==> src/rtl/foo_pipeline_rv.sv <==
// foo_pipeline_rv: a three-stage valid/ready pipeline that computes
// out = (x + 3) mod 2^WIDTH. Stage 0 adds 1 to the whole word. Stage 1 adds 1
// to the upper WIDTH-1 bits and passes bit 0 through, which adds 2.
// Each stage moves forward when the stage after it is empty or is draining
// in the same cycle, so a full pipeline with no stall still accepts one
// item per cycle.
module foo_pipeline_rv #(
  parameter int WIDTH = 32
) (
  input  logic             clk,
  input  logic             rst_n,
  input  logic             in_valid,
  output logic             in_ready,
  input  logic [WIDTH-1:0] x,
  output logic             out_valid,
  input  logic             out_ready,
  output logic [WIDTH-1:0] out,
  output logic [1:0]       occupancy
);

  // Stage 1 has to split the word into bit 0 and at least one upper bit.
  if (WIDTH < 2) begin : g_width_check
    $error("foo_pipeline_rv: WIDTH must be >= 2");
  end

  logic [WIDTH-1:0] p0_data_q, p0_data_d;
  logic [WIDTH-1:0] p1_data_q, p1_data_d;
  logic [WIDTH-1:0] p2_data_q, p2_data_d;
  logic             p0_valid_q, p0_valid_d;
  logic             p1_valid_q, p1_valid_d;
  logic             p2_valid_q, p2_valid_d;

  logic             adv0, adv1, adv2;
  logic [WIDTH-1:0] s0_result, s1_result;

  // Compute advance conditions from the output end back to the input.
  always_comb begin
    adv2     = p2_valid_q & out_ready;
    adv1     = ~p2_valid_q | adv2;
    adv0     = ~p1_valid_q | adv1;
    in_ready = ~p0_valid_q | adv0;
  end

  // Stage arithmetic. Bit 0 passes through stage 1 unchanged.
  always_comb begin
    s0_result = p0_data_q + WIDTH'(1);
    s1_result = {p1_data_q[WIDTH-1:1] + (WIDTH-1)'(1), p1_data_q[0]};
  end

  // Next-state logic. Each stage holds unless it is allowed to advance. When
  // a stage advances, it copies the valid bit from the stage before it, so a
  // stage that empties with nothing behind it clears its valid bit.
  always_comb begin
    p0_data_d  = p0_data_q;
    p0_valid_d = p0_valid_q;
    p1_data_d  = p1_data_q;
    p1_valid_d = p1_valid_q;
    p2_data_d  = p2_data_q;
    p2_valid_d = p2_valid_q;
    if (in_ready) begin
      p0_data_d  = x;
      p0_valid_d = in_valid;
    end
    if (adv0) begin
      p1_data_d  = s0_result;
      p1_valid_d = p0_valid_q;
    end
    if (adv1) begin
      p2_data_d  = s1_result;
      p2_valid_d = p1_valid_q;
    end
  end

  // Stage registers. Reset clears them immediately and drops any items still
  // in the pipeline.
  always_ff @(posedge clk or negedge rst_n) begin
    if (!rst_n) begin
      p0_data_q  <= '0;
      p1_data_q  <= '0;
      p2_data_q  <= '0;
      p0_valid_q <= 1'b0;
      p1_valid_q <= 1'b0;
      p2_valid_q <= 1'b0;
    end else begin
      p0_data_q  <= p0_data_d;
      p1_data_q  <= p1_data_d;
      p2_data_q  <= p2_data_d;
      p0_valid_q <= p0_valid_d;
      p1_valid_q <= p1_valid_d;
      p2_valid_q <= p2_valid_d;
    end
  end

  // The outputs come straight from registers. Occupancy is the number of
  // valid stages.
  always_comb begin
    out       = p2_data_q;
    out_valid = p2_valid_q;
    occupancy = {1'b0, p0_valid_q} + {1'b0, p1_valid_q} + {1'b0, p2_valid_q};
  end

endmodule

==> config.mk <==
export PLATFORM = sky130hd
export DESIGN_NAME = foo_pipeline_rv
export DESIGN_NICKNAME = d
export VERILOG_FILES = /design/src/rtl/foo_pipeline_rv.sv
export SDC_FILE = /design/constraint.sdc
export NUM_CORES = 1
export LEC_CHECK = 0
export CAP_MARGIN = 10
export CORE_MARGIN = 4
export CORE_UTILIZATION = 59
export DETAILED_ROUTE_END_ITERATION = 10
export GPL_TIMING_DRIVEN = 0
export HOLD_SLACK_MARGIN = 0.12
export PLACE_DENSITY_LB_ADDON = 0.1
export SLEW_MARGIN = 15
export SYNTH_ARGS = -nofsm -noshare
export SYNTH_HDL_FRONTEND = slang
export SYNTH_SLANG_ARGS = --single-unit
==> constraint.sdc <==
create_clock -name clk -period 3.4 [get_ports clk]
set_input_delay 0.34 -clock clk [delete_from_list [all_inputs] [get_ports clk]]
set_output_delay 0.34 -clock clk [all_outputs]
set_load 0.02 [all_outputs]
==> flow_metrics.py <==
metrics = {
    "run_status": {
        "run_status": "complete, no violations",
    },
    "timing": {
        "post-route-period-util_pct": 89.41,
        "setup_viol": 0,
        "clock.fmax_mhz": 329.0,
        "final_hold_viol_count": 0,
        "final-max-slew-violation-count": 0,
        "period_minus_slack_ps": 3040,
        "relSlewSlack_pct": 61.68,
        "fin_skew_ps": 11.18,
        "rsz0062_at_grt": "no",
        "tns_ps": 0,
        "worstMarginPinSlew_ps": 574.9,
        "finalWorstSetupSlack_ps": 360.2,
    },
    "worst_hold_path": {
        "hold_path_class": "in2async",
    },
    "grt": {
        "gr-usage-all-layers_pct": 23.79,
        "gr-usage-met2_pct": 38.48,
        "grt_pass1_wl_um": 18870,
        "grt_overflow_total": 0,
        "grt_max_degree": 65,
        "grt_pass1_vias": 3916,
        "gr-usage-met1_pct": 32.97,
        "busiest_layer": "met2",
        "antenna_found_initial": 0,
        "grt_use_met3_pct": 2.945,
    },
    "clocking": {
        "ctsResizeCount": 0,
        "clk_pin_slew_ps": 90,
        "htreeDepth": 3,
        "cts_tree": "done",
        "hold_buffers": 1,
        "cts_made_buffers": 9,
        "clock-sinks": 99,
        "clkLatencyLatePin_ps": 360,
        "cts-root-buf": "clkbuf_8",
        "cts.path.max_buffers": 2,
        "cts_post_setup_buffers_inserted": 0,
    },
    "critical_path": {
        "critPathLaunchType": "flip-flop",
        "critPathKind": "reg2out",
        "cp_data_arrival_time_ps": 2700,
        "worstPathMaxFanout": 10,
        "worst_ep_required_time_ps": 3060,
        "crit_path_end_kind": "output pin",
    },
    "floorplanning": {
        "fp-row-count": 33,
        "core_area_mm2": 0.008175,
        "initial_core_util_pct": 60.22,
        "pin_count": 72,
        "die_w_um": 99.35,
        "fp.dieArea_mm2": 0.009870,
        "die_h_um": 99.35,
    },
    "detailed_routing": {
        "vias_per_cell": 5.963,
        "firstDrtPassIters": 5,
        "drc": 0,
        "route.detailed.wl_per_inst_um": 16.45,
        "detail-route-antenna-nets": 0,
        "drt_iter0_markers": 257,
        "vias": 4156,
        "wirelength_um": 11460,
    },
    "finish": {
        "area_delta_synth_final_pct": 21.91,
        "antenna_cells": 0,
        "final_cells": 697,
        "layout-drive-gt1-share_pct": 10.14,
        "fin_nets": 626,
        "multi_input_area_mm2": 0.002292,
        "ff_latch_area_mm2": 0.002477,
        "final_cell_area_mm2": 0.006002,
        "fillers": 603,
    },
    "synthesis": {
        "async_reset_ff_share_pct": 100.0,
        "synth_cell_types": 33,
        "syn_inst": 503,
        "synth.net_count": 542,
        "syn_area_mm2": 0.004923,
        "synth_seq_cells": 99,
        "syn_area_per_cell_um2": 9.788,
        "synth_edf_count": 0,
        "ys_warn_count": 0,
        "seq_area_frac_synth_pct": 50.32,
        "ys.flop_type": "dfrtp_1",
    },
    "place": {
        "placed_area_mm2": 0.005791,
        "hpwlAfterDp_um": 8633,
        "pre_cts_ws_ps": 489.5,
        "gp_congestion": 0.9033,
        "dpl.cell_count": 680,
        "port_buffers": 71,
    },
    "power": {
        "powerDensity_mw_per_mm2": 525.4,
        "irDropWorstVdd_mv": 0.3143,
        "power.leakage_nw": 2.268,
    },
    "run": {
        "max_cap_viol_count": 0,
    },
}
## registers in the layout, summed over array words and instances, names as in the netlist
register,count
p0_data_q,32
p0_valid_q,1
out_valid,1
p1_data_q,32
p1_valid_q,1
out,32
## power breakdown
group | internal (W) | leakage [nW] | switching (W)
Combinational | 0.000390 | 1.04 | 0.000436
Clock | 0.000364 | 0.0999 | 0.000406
Sequential | 0.00137 | 1.13 | 0.000192
## Yosys cell counts (14+ instances only)
cell type | instances | share of area, %
a21oi_1 | 17 | 1.7
a31oi_1 | 32 | 4.1
and3_1 | 14 | 1.8
clkbuf_1 | 21 | 1.6
dfrtp_1 | 99 | 50
mux2_2 | 29 | 6.6
nand2_1 | 42 | 3.2
nand3_1 | 26 | 2.6
nand4_1 | 17 | 2.2
nor2_1 | 52 | 4.0
o21ai_0 | 23 | 2.3
o31ai_1 | 21 | 3.2
or4_1 | 24 | 3.7
xnor2_1 | 17 | 3.0
## per-stage QoR
stage | hold WS (ps) | total power [W] | utilization (%)
after detailed placement | 331.9 | 0.002403 | 70.83
after global routing | 497.5 | 0.003311 | 73.42
after CTS | 478.6 | 0.003164 | 73.42
final | 470.0 | 0.003154 | 73.42
after floorplan | 44.41 | 0.002009 | -
after global placement | 450.9 | 0.002364 | 70.52
## logic make-up (layout without fill, tap and decap cells)
logic type	count (synthesis)	in the layout	synth area share [%]
fa+ha+maj	3	3	0.9148
mux	29	29	6.633
buf+inv	38	127	3.126
simple gates	210	210	22.16
flops	99	99	50.32
xor+xnor	26	26	4.625
compound gates	98	98	12.22
## path summary, 6_finish.rpt
kind / startpoint / to / slack, ps / depth (start not counted)
worst max-delay path: out_valid$_DFFE_PN0P_ / in_ready / 360 / 6
worst min-delay path: rst_n / out[21]$_DFFE_PN0P_ / 470 / 2
worst max register to register: p1_data_q[1]$_DFFE_PN0P_ / out[27]$_DFFE_PN0P_ / 1090 / 6
worst min register to register: out[2]$_DFFE_PN0P_ / out[2]$_DFFE_PN0P_ / 480 / 2
max in group asynchronous: rst_n / p0_data_q[29]$_DFFE_PN0P_ / 2260 / 3
min in group clk: out[2]$_DFFE_PN0P_ / out[2]$_DFFE_PN0P_ / 480 / 2
## placed cells by master, fill, tap and decap left out, drive strengths merged
| cell | n |
|---|---|
| nor4 | 6 |
| o31ai | 21 |
| mux2 | 29 |
| nand3b | 1 |
| nor2 | 52 |
| a31oi | 32 |
| o41ai | 3 |
| or4 | 24 |
| nand2 | 42 |
| clkdlybuf4s50 | 70 |
| dfrtp | 99 |
| inv | 7 |
| nor3 | 5 |
| or4b | 3 |
| nand3 | 27 |
| o21ai | 23 |
| bufinv | 1 |
| clkinv | 2 |
| buf | 13 |
| or2 | 2 |
| nor2b | 1 |
| clkinvlp | 1 |
| dlygate4sd3 | 1 |
| and4 | 2 |
| fa | 1 |
| xnor2 | 17 |
| ha | 2 |
| nand4 | 17 |
| o31a | 2 |
| or3 | 9 |
| and3 | 14 |
| clkbuf | 32 |
| nand2b | 5 |
| xor2 | 9 |
| a21oi | 17 |
## layer usage
layer | share of wire (%) | vias to the layer above
met5 | 0 | -
li1 | - | 2018
met2 | 48 | 164
met1 | 45 | 1953
met4 | 1.4 | 0
met3 | 5.8 | 21
## cell type report
cell class                      instances  share of cell area [%]
Sequential cell                        99                   41.28
Multi-Input combinational cell        366                   38.19
Timing Repair Buffer                   73                   12.42
Clock buffer                           11                   2.356
Buffer                                 32                   2.189
Tap cell                              105                   2.189
Clock inverter                          5                   1.001
Inverter                                6                  0.3752
## critical path, stage by stage (launching register included)
cell and delay [ps]:
dfrtp_1 450, nor2b_1 160, clkbuf_1 230, nand3_1 210, buf_2 260, clkbuf_1 340
clkdlybuf4s50_1 680
No activity file was read; power rests on OpenSTA's default activity.
